## config.mk

```make
export PLATFORM = sky130hd
export DESIGN_NAME = phase_sequencer
export DESIGN_NICKNAME = d
export VERILOG_FILES = /design/src/rtl/phase_seq_pkg.sv /design/src/rtl/phase_sequencer_timer.sv /design/src/rtl/phase_sequencer.sv
export SDC_FILE = /design/constraint.sdc
export NUM_CORES = 1
export LEC_CHECK = 0
export ABC_AREA = 1
export CAP_MARGIN = 20
export CORE_MARGIN = 1.5
export CORE_UTILIZATION = 46
export CTS_CLUSTER_SIZE = 16
export DETAILED_ROUTE_END_ITERATION = 10
export MAX_ROUTING_LAYER = met4
export PLACE_DENSITY = 0.74
export SLEW_MARGIN = 25
export SYNTH_ARGS = -nofsm -noshare
export SYNTH_HDL_FRONTEND = slang
export SYNTH_SLANG_ARGS = --single-unit
```

## constraint.sdc

```tcl
create_clock -name CLK -period 1.6 [get_ports CLK]
set_input_delay 0.16 -clock CLK [delete_from_list [all_inputs] [get_ports CLK]]
set_output_delay 0.16 -clock CLK [all_outputs]
set_load 0.02 [all_outputs]
```

## src/rtl/phase_seq_pkg.sv

```systemverilog
// Shared state codes, SEQTYPE encodings and parameter bounds for the
// PDP-8 major-state/phase sequencer.
package phase_seq_pkg;

  typedef logic [2:0] seq_state_t;

  localparam seq_state_t ST_IDLE  = 3'd0;
  localparam seq_state_t ST_FETCH = 3'd1;
  localparam seq_state_t ST_AUTO1 = 3'd2;
  localparam seq_state_t ST_AUTO2 = 3'd3;
  localparam seq_state_t ST_IND   = 3'd4;
  localparam seq_state_t ST_EXEC  = 3'd5;

  // 2'b10 is not listed and decodes as direct.
  localparam logic [1:0] SEQ_DIR   = 2'b00;
  localparam logic [1:0] SEQ_IND   = 2'b01;
  localparam logic [1:0] SEQ_PPIND = 2'b11;

  localparam int NPHASE_MIN = 2;
  localparam int NPHASE_MAX = 16;
  localparam int PCYC_MIN   = 2;
  localparam int PCYC_MAX   = 8;

endpackage

```

## src/rtl/phase_sequencer_timer.sv

```systemverilog
// Per-phase cycle counter: flags the edge that ends a phase and whether
// the coming cycle is the last (strobe) cycle of its phase.
module phase_timer #(
  parameter int PHASE_CYCLES = 2
) (
  input  logic clk,
  input  logic rst_n,
  input  logic active,
  input  logic active_nxt,
  output logic phase_adv,
  output logic phase_last
);
  localparam int CW = (PHASE_CYCLES > 1) ? $clog2(PHASE_CYCLES) : 1;
  localparam logic [CW-1:0] CYC_LAST = CW'(PHASE_CYCLES - 1);

  logic [CW-1:0] cyc, cyc_nxt;

  assign phase_adv = active && (cyc == CYC_LAST);

  // Every phase, including the first after IDLE, starts from cycle 0.
  always_comb begin
    if (!active || !active_nxt || cyc == CYC_LAST) cyc_nxt = '0;
    else                                           cyc_nxt = cyc + CW'(1);
  end

  assign phase_last = active_nxt && (cyc_nxt == CYC_LAST);

  always_ff @(posedge clk or negedge rst_n) begin
    if (!rst_n) cyc <= '0;
    else        cyc <= cyc_nxt;
  end
endmodule

```

## src/rtl/phase_sequencer.sv

```systemverilog
// PDP-8 major-state/phase sequencer: FETCH, optional AUTO1/AUTO2/IND, then
// up to NPHASE execute phases. Define SEQ_STEP_EN for single-instruction stepping.
module phase_sequencer
  import phase_seq_pkg::*;
#(
  parameter int NPHASE       = 6,
  parameter int PHASE_CYCLES = 2
) (
  input  logic              CLK,
  input  logic              RESET,
  input  logic              RUN,
  input  logic              HALT,
  input  logic              STEP,
  input  logic              DONE,
  input  logic [1:0]        SEQTYPE,
  output logic              CK_FETCH,
  output logic              CK_AUTO1,
  output logic              CK_AUTO2,
  output logic              CK_IND,
  output logic              STB_FETCH,
  output logic              STB_AUTO1,
  output logic              STB_AUTO2,
  output logic              STB_IND,
  output logic [NPHASE-1:0] CK,
  output logic [NPHASE-1:0] STB,
  output logic              running,
  output logic              timeout
);
  localparam int PW = (NPHASE > 1) ? $clog2(NPHASE) : 1;
  localparam logic [PW-1:0] PH_LAST = PW'(NPHASE - 1);

  seq_state_t    st, st_nxt;
  logic [PW-1:0] ph, ph_nxt;
  logic          run_d, run_rise;
  logic          done_req, done_nxt;
  logic          halt_req, halt_nxt;
  logic          step_mode, step_nxt;
  logic          to_nxt, stop;
  logic          step_start, step_set;
  logic          active, active_nxt;
  logic          phase_adv, phase_last;
  logic [NPHASE-1:0] ex_ck;

  assign active     = (st != ST_IDLE);
  assign active_nxt = (st_nxt != ST_IDLE);
  assign run_rise   = RUN && !run_d;

  phase_timer #(.PHASE_CYCLES(PHASE_CYCLES)) u_timer (
    .clk        (CLK),
    .rst_n      (RESET),
    .active     (active),
    .active_nxt (active_nxt),
    .phase_adv  (phase_adv),
    .phase_last (phase_last)
  );

`ifdef SEQ_STEP_EN
  logic step_d, step_rise;
  assign step_rise  = STEP && !step_d;
  assign step_start = step_rise && !active && !run_rise && !HALT;
  assign step_set   = step_rise && active;

  always_ff @(posedge CLK or negedge RESET) begin
    if (!RESET) step_d <= 1'b0;
    else        step_d <= STEP;
  end
`else
  logic unused_step;
  assign unused_step = STEP;
  assign step_start  = 1'b0;
  assign step_set    = 1'b0;
`endif

  always_comb begin
    st_nxt   = st;
    ph_nxt   = ph;
    done_nxt = done_req;
    to_nxt   = timeout;
    halt_nxt = halt_req | HALT;
    step_nxt = step_mode | step_set;
    stop     = 1'b0;
    case (st)
      ST_IDLE: begin
        if (run_rise && !HALT) begin
          st_nxt   = ST_FETCH;
          halt_nxt = 1'b0;
          to_nxt   = 1'b0;
        end else if (step_start) begin
          st_nxt   = ST_FETCH;
          halt_nxt = 1'b0;
          to_nxt   = 1'b0;
          step_nxt = 1'b1;
        end
      end
      ST_FETCH: begin
        if (phase_adv) begin
          case (SEQTYPE)
            SEQ_PPIND: st_nxt = ST_AUTO1;
            SEQ_IND:   st_nxt = ST_IND;
            default:   st_nxt = ST_EXEC;
          endcase
        end
      end
      ST_AUTO1: if (phase_adv) st_nxt = ST_AUTO2;
      ST_AUTO2: if (phase_adv) st_nxt = ST_IND;
      ST_IND:   if (phase_adv) st_nxt = ST_EXEC;
      ST_EXEC: begin
        if (DONE) done_nxt = 1'b1;
        if (phase_adv) begin
          done_nxt = 1'b0;
          // DONE in the strobe cycle still ends the instruction at this phase.
          if (done_req || DONE) begin
            if (halt_nxt || step_nxt) stop = 1'b1;
            else begin
              st_nxt = ST_FETCH;
              ph_nxt = '0;
            end
          end else if (ph == PH_LAST) begin
            to_nxt = 1'b1;
            stop   = 1'b1;
          end else begin
            ph_nxt = ph + PW'(1);
          end
        end
      end
      default: stop = 1'b1;
    endcase
    if (stop) begin
      st_nxt   = ST_IDLE;
      ph_nxt   = '0;
      halt_nxt = 1'b0;
      step_nxt = 1'b0;
    end
  end

  assign ex_ck = (st_nxt == ST_EXEC) ? (NPHASE'(1) << ph_nxt) : '0;

  always_ff @(posedge CLK or negedge RESET) begin
    if (!RESET) begin
      st        <= ST_IDLE;
      ph        <= '0;
      run_d     <= 1'b0;
      done_req  <= 1'b0;
      halt_req  <= 1'b0;
      step_mode <= 1'b0;
      timeout   <= 1'b0;
      running   <= 1'b0;
      CK_FETCH  <= 1'b0;
      CK_AUTO1  <= 1'b0;
      CK_AUTO2  <= 1'b0;
      CK_IND    <= 1'b0;
      STB_FETCH <= 1'b0;
      STB_AUTO1 <= 1'b0;
      STB_AUTO2 <= 1'b0;
      STB_IND   <= 1'b0;
      CK        <= '0;
      STB       <= '0;
    end else begin
      st        <= st_nxt;
      ph        <= ph_nxt;
      run_d     <= RUN;
      done_req  <= done_nxt;
      halt_req  <= halt_nxt;
      step_mode <= step_nxt;
      timeout   <= to_nxt;
      running   <= active_nxt;
      // Outputs are decoded from the next state so they line up with st.
      CK_FETCH  <= (st_nxt == ST_FETCH);
      CK_AUTO1  <= (st_nxt == ST_AUTO1);
      CK_AUTO2  <= (st_nxt == ST_AUTO2);
      CK_IND    <= (st_nxt == ST_IND);
      STB_FETCH <= (st_nxt == ST_FETCH) && phase_last;
      STB_AUTO1 <= (st_nxt == ST_AUTO1) && phase_last;
      STB_AUTO2 <= (st_nxt == ST_AUTO2) && phase_last;
      STB_IND   <= (st_nxt == ST_IND)   && phase_last;
      CK        <= ex_ck;
      STB       <= phase_last ? ex_ck : '0;
    end
  end
endmodule
```

After elaboration in Yosys (flattened, before gate mapping)
Cells that the tools add are included.
{ "word_totals": {"output_inout_bits": 22, "elab_cells": 97, "register_bits": 32, "in_bits": 8} }
{ "classes": {"shifts": 1, "addsub": 2, "eq_ne": 17, "bitwise_logic": 1, "reduce_logical": 23, "mux": 35} }
{ "op_table": {"columns": ["op", "count"], "rows": [
  ["$mux W3", 15],
  ["$pmux W3 S6", 1],
  ["$eq A3 B3 Y1 const B", 5],
  ["$mux W1", 14],
  ["$eq A3 B2 Y1 const B", 4],
  ["$mux W6", 2],
  ["$logic_and A1 B1 Y1", 8],
  ["$ne A2 B2 Y1 const B", 4],
  ["$eq A3 B1 Y1 const B", 2],
  ["$pmux W3 S2", 1],
  ["$reduce_bool A3 Y1", 2],
  ["$shl A1 B3 Y6 const A", 1],
  ["$reduce_and A5 Y1", 1],
  ["$reduce_or A5 Y1", 1],
  ["$logic_not A1 Y1", 4],
  ["$pmux W1 S2", 2],
  ["$reduce_bool A2 Y1", 2],
  ["$add A3 B1 Y3 const B", 1],
  ["$logic_not A3 Y1", 1],
  ["$logic_or A1 B1 Y1", 3],
  ["$eq A2 B1 Y1 const B", 1],
  ["$eq A2 B2 Y1 const B", 1],
  ["$reduce_and A2 Y1", 1],
  ["$add A1 B1 Y1 const B", 1],
  ["$or A1 B1 Y1", 1]
]} }

Longest topological paths before layout
{ "logic_depth": {"word_depth": 13, "depth_mapped": 13, "mapped_depth_nobuf": 13} }

Hierarchy
Synthesis repeated with hierarchy kept, for this count alone.
{ "hier_totals": {"hier_cells": 178, "hier_area_um2": 1517.7} }
{ "by_module_without_submodules": {"columns": ["module", "area_per_inst_um2", "cells_each", "instances"], "rows": [
  ["phase_sequencer", 1473.9, 172, 1],
  ["phase_timer", 43.8, 6, 1]
]} }

Least setup slack after synthesis
Ideal clock, no wire load.
{ "synth_timing": {"kind": "register to register", "from": "register ph[1]", "to": "register STB[0]", "path_stages_with_launch": 12, "n_path_buf": 0, "t_arrival_ns": 1.474, "setup_ns": 0.119, "setup_slack_ns": 0.007, "cell_sequence": "dfrtp_1 > inv_1 > ha_1 > nand2_1 > nand2_1 > nand2_1 > o21ai_4 > inv_2 > nand2_4 > nand3_4 > nand2_4 > nor2_2"} }
{ "synth_between": {"elab_chain_cells": 13, "elab_cells_between_ends": 23} }
{ "synth_rtl": {"columns": ["item", "line", "source"], "rows": [
  ["from (decl)", "phase_sequencer.sv:33", "logic [PW-1:0] ph, ph_nxt;"],
  ["from (signal assigned)", "phase_sequencer.sv:160", "ph <= ph_nxt;"],
  ["$eq A3 B3 Y1 *", "phase_sequencer.sv:118", "end else if (ph == PH_LAST) begin"],
  ["$mux W1 *", "phase_sequencer.sv:118", null],
  ["$mux W1 *", "phase_sequencer.sv:112", "if (done_req || DONE) begin"],
  ["$mux W1 *", "phase_sequencer.sv:109", "if (phase_adv) begin"],
  ["$pmux W1 S2 *", "phase_sequencer.sv:82", "case (st)"],
  ["$mux W3 *", "phase_sequencer.sv:128", "if (stop) begin"],
  ["$reduce_bool A3 Y1 *", "phase_sequencer.sv:45", "assign active_nxt = (st_nxt != ST_IDLE);"],
  ["named net active_nxt", "phase_sequencer.sv:40", "logic active, active_nxt;"],
  ["$logic_not A1 Y1", "phase_sequencer_timer.sv:22", "if (!active || !active_nxt || cyc == CYC_LAST) cyc_nxt = '0;"],
  ["$logic_or A1 B1 Y1 (2 in series)", "phase_sequencer_timer.sv:22", null],
  ["$mux W1", "phase_sequencer_timer.sv:22", null],
  ["$logic_and A1 B1 Y1 *", "phase_sequencer_timer.sv:26", "assign phase_last = active_nxt && (cyc_nxt == CYC_LAST);"],
  ["$mux W6 *", "phase_sequencer.sv:177", "STB <= phase_last ? ex_ck : '0;"],
  ["to (signal assigned)", "phase_sequencer.sv:177", null],
  ["to (decl)", "phase_sequencer.sv:25", "output logic [NPHASE-1:0] STB,"]
]} }
Mark *: on every way through the listed nets, which the timed path passes. The rest lies on a longest branch.
A chain may end at the register's enable or synchronous reset.

Worst setup path after layout
{ "layout_timing": {"from": "register st[1]", "to": "register STB[3]"} }
{ "layout_between": {"elab_chain_cells": 12, "elab_cells_between_ends": 35} }
{ "layout_rtl": {"columns": ["item", "line", "source"], "rows": [
  ["from (decl)", "phase_sequencer.sv:32", "seq_state_t st, st_nxt;"],
  ["from (signal assigned)", "phase_sequencer.sv:159", "st <= st_nxt;"],
  ["$mux W3 or $reduce_bool A3 Y1 (tied branches)", "phase_sequencer.sv:113, phase_sequencer.sv:44", null],
  ["$mux W3 or $logic_and A1 B1 Y1 (tied branches)", "phase_sequencer.sv:112, phase_sequencer_timer.sv:18", null],
  ["$mux W3 (tied with other cells)", "phase_sequencer.sv:109", null],
  ["$pmux W3 S6 or $pmux W1 S2 (tied branches)", "phase_sequencer.sv:82", null],
  ["$mux W3", "phase_sequencer.sv:128", null],
  ["$reduce_bool A3 Y1", "phase_sequencer.sv:45", null],
  ["$logic_not A1 Y1", "phase_sequencer_timer.sv:22", null],
  ["$logic_or A1 B1 Y1 (2 in series)", "phase_sequencer_timer.sv:22", null],
  ["$mux W1", "phase_sequencer_timer.sv:22", null],
  ["$logic_and A1 B1 Y1", "phase_sequencer_timer.sv:26", null],
  ["$mux W6 *", "phase_sequencer.sv:177", null]
]} }
Mark *: on every way between the ends. The rest lies on a longest branch, timed or not.

==> impl_summary.log <==
[metrics] initial antenna violation count: 0
[metrics] leakage power total: 1.21 nW
[metrics] worst slack at placement: -0.227 ns
[metrics] smallest setup slack after layout: -0.159 ns
[metrics] fraction of power consumed by combinational cells: 0.518
[metrics] area of the core region: 3310 sq um
[metrics] Initial Utilization: 0.474
[metrics] worst min-delay path category: in -> async
[metrics] GRT Resource Usage Total: 0.224
[metrics] root cell of the clock tree: sky130_fd_sc_hd__clkbuf_4
[metrics] worst reg2reg startpoint: st[1]$_DFF_PN0_
[metrics] shortest clock period the worst path allows after layout: 1.76 ns
[metrics] Synthesis Warnings: 0
[metrics] total power per unit cell area: between 1000 and 1500 nW/um^2
[metrics] final WL: 3740 microns
[metrics] average wire length per cell after detail routing: roughly 13 microns
[metrics] minimum hold slack: 0.205 ns
[metrics] drt first-iter violations: 29
[metrics] DIE AREA: ~3800 sq um
[metrics] clock latency on the worst-skew pair: 0.34 ns
[metrics] first-pass GRT wire length: slightly below 6000 microns
[metrics] Antenna diodes: 0
[metrics] Post-Syn Area: between 1500 and 2000 sq um
[metrics] Switching Power: roughly 1.3 mW
[metrics] Synth-to-Final Area Change: 53.5%
[metrics] routability congestion estimate from global placement: 0.837
[metrics] peak supply drop: 0.693 mV
[metrics] fillcell total: roughly 240
[metrics] max_cap viols: 0
[metrics] remaining global-route overflow: 0
[metrics] chip width: ~61 microns
[metrics] post-detailed-route count of antenna-violating nets: 0
[metrics] Worst EP required: 1.88 ns
[metrics] final clock period utilization by the worst path: 1.10
[metrics] CTS tree: built
[metrics] Port-buffer cells: 28
[metrics] Flop pwr share: 0.300
[metrics] post-CTS clock slew at the launch and capture registers of the worst setup and hold paths: 0.10 ns
[metrics] transition at the pin with the smallest max-transition slack: 0.573 ns
[metrics] number of enable-type register cells in the synthesized netlist: 0
[metrics] synth unique cells: 29
[metrics] Final Max Slew Viols: 0
[metrics] number of failing setup endpoints in the final timing report: 17
[metrics] top library cells by usage in the layout, fill and taps aside: sky130_fd_sc_hd__dfrtp_1, sky130_fd_sc_hd__clkdlybuf4s50_1, sky130_fd_sc_hd__buf_4
[metrics] Crit. End Element: register
[metrics] pin count of the biggest net entering global routing: 33
[metrics] leading cell type in the layout, fill and taps excluded: sky130_fd_sc_hd__dfrtp_1
[metrics] terminus of the critical flop-to-flop path: STB[3]$_DFF_PN0_
[metrics] clock group share of total power: 0.182
[metrics] class of the most critical setup path: reg -> reg
[metrics] average cell area after synthesis: 9.01 sq um
[metrics] worst-case headroom to the max-slew limit: 0.618
[metrics] number of global-route vias before repair: 1327
[metrics] portion of the post-synthesis area used by sequential elements: 0.511
[metrics] I/O pin count: 30
[metrics] status: finished with violations
[metrics] detailed-route via count: around 1400
[metrics] clock sink count: 32
[metrics] most instantiated flip-flop cell in the synthesis netlist: sky130_fd_sc_hd__dfrtp_1
[metrics] largest fanout on the critical path: 6
[metrics] number of H-tree levels: 2
[metrics] post-layout util: 0.727
[metrics] placed instance count: 265
[metrics] detailed-placement wirelength estimate: about 2400 microns
[metrics] number of nets produced by synthesis: 184
[metrics] fraction of layout instances using a drive strength above 1: 0.458
[metrics] cell count after synthesis: 174
[metrics] routed via count divided by cell count: 4.87
[metrics] violated checks: setup timing
[metrics] standard-cell row count: 21
[metrics] clk buf depth: 2
[metrics] proportion of netlist area held by the largest area contributor: 0.511
[metrics] cts hold-fix bufs: 0
[metrics] final hold viol count: 0
[metrics] cell types occupying the most area after synthesis: sky130_fd_sc_hd__dfrtp_1, sky130_fd_sc_hd__nand2_1, sky130_fd_sc_hd__inv_1
[metrics] data arrival time at the worst-slack endpoint: 2.03 ns
[metrics] #FFs+latches synth: 32
[metrics] Internal Pwr Total: between 1.5 and 2 mW
[metrics] cell accounting for the most synthesized area: sky130_fd_sc_hd__dfrtp_1
[metrics] setup repair after global routing missed its margin: true
[metrics] ys async rst share: 1.00
[metrics] residual DRC count: 0
[metrics] number of nets at the end of the flow: between 200 and 250
[metrics] overall power of the completed layout: 3.29 mW
[metrics] final non-filler cell total: 286
[metrics] clock buffer count from CTS: 5
[metrics] Max Clk Rate: 569 MHz
[metrics] Startpoint Class: register
[metrics] fraction of power spent switching nets: 0.400
[metrics] Die Ht: approximately 60 microns
[metrics] Clock Skew: 0.0149 ns
[metrics] r2r worst-path depth: 9
[metrics] drt first pass iters: 4
[metrics] register-to-register setup slack: -0.16 ns
==> Yosys cell counts, types with 2 or more instances <==
master and instances:
sky130_fd_sc_hd__nor3_2 2, sky130_fd_sc_hd__nor2_2 8, sky130_fd_sc_hd__dfrtp_1 32, sky130_fd_sc_hd__nor2_4 3, sky130_fd_sc_hd__ha_1 2, sky130_fd_sc_hd__nand2_4 2
sky130_fd_sc_hd__nor2_1 22, sky130_fd_sc_hd__nand2_1 33, sky130_fd_sc_hd__nand4_1 2, sky130_fd_sc_hd__inv_2 6, sky130_fd_sc_hd__nand3_1 11, sky130_fd_sc_hd__inv_1 24
sky130_fd_sc_hd__nor3_1 2, sky130_fd_sc_hd__nand2_2 9, sky130_fd_sc_hd__nand3_4 2
==> power groups by stage <==
stage                     registers (mW)  clock network, mW  logic [mW]
final                              0.988              0.600        1.70
after CTS                          0.980              0.612        1.52
after floorplan                     1.07                  0       0.685
after global routing                1.00              0.646        1.83
after detailed placement           0.989                  0        1.19
after global placement             0.986                  0        1.16
==> sequential cells by signal, indices dropped and copies added, names as in the netlist, 3 cells and up <==
register / cells
STB: 6
ph: 3
CK: 6
st: 3
==> what timing repair did <==
action                     in CTS  in global routing
setup endpoints to repair      17                 20
pin swaps                      15                 19
setup buffers                  12                  3
gates resized for setup        30                 24
==> worst max-delay path, cell delays in order (launching register included) <==
cell                      delay [ns]
sky130_fd_sc_hd__dfrtp_2        0.47
sky130_fd_sc_hd__nor2_4         0.22
sky130_fd_sc_hd__nand2_4        0.10
sky130_fd_sc_hd__nor2_2         0.16
sky130_fd_sc_hd__nor3_2         0.06
sky130_fd_sc_hd__nand2_2        0.14
sky130_fd_sc_hd__nand3_4        0.10
sky130_fd_sc_hd__nor2_4         0.22
sky130_fd_sc_hd__nand2_2        0.11
sky130_fd_sc_hd__nor2_2         0.11
==> how the worst max path moves through the flow <==
| stage | start | end | slack [ns] | cells after the start |
|---|---|---|---|---|
| 4_1_cts | ph[1]$_DFF_PN0_ | STB[4]$_DFF_PN0_ | -0.10 | 12 |
| 5_1_grt | st[1]$_DFF_PN0_ | STB[1]$_DFF_PN0_ | -0.25 | 11 |
| 3_5_place_dp | HALT | CK[0]$_DFF_PN0_ | -0.23 | 10 |
| 3_3_place_gp | HALT | CK[0]$_DFF_PN0_ | -0.17 | 10 |
| 2_1_floorplan | ph[1]$_DFF_PN0_ | STB[0]$_DFF_PN0_ | 0.007 | 11 |
| 6_report | st[1]$_DFF_PN0_ | STB[3]$_DFF_PN0_ | -0.16 | 9 |
==> stage by stage <==
step | instance area (sq um) | TNS, ns
4_1_cts | 2320 | -0.974
3_5_place_dp | 2040 | -3.31
5_1_grt | 2410 | -3.51
3_3_place_gp | 2040 | -2.44
6_report | 2410 | -1.91
2_1_floorplan | 1570 | 0
==> cells by family (layout without fill, tap and decap cells) <==
kind of cell	Yosys count	count (layout)	share of synthesized area
AND/OR/NAND/NOR	101	101	0.353
flip-flops	32	32	0.511
buffers and inverters	32	98	0.0782
AO/OA/AOI/OAI	7	7	0.0423
adder cells (fa/ha/maj)	2	2	0.0160
==> routing by layer <==
layer	wire [microns]	share of wire	vias up	GRT usage
li1	-	-	667	-
met1	1420	0.38	672	0.239
met2	2040	0.55	39	0.389
met3	152	0.041	15	0.0651
met4	126	0.034	0	0.0881
met5	0	0	-	-
==> area by class of cell <==
class | count | area (sq um) | area share
multi-input combinational | 110 | 806 | 0.335
clock inverter | 2 | 35.0 | 0.0146
inverter | 31 | 123 | 0.0510
tap | 46 | 57.6 | 0.0239
sequential | 32 | 803 | 0.334
timing repair buffer | 59 | 541 | 0.225
clock buffer | 6 | 41.3 | 0.0172
Power figures use the tool's default switching activity.
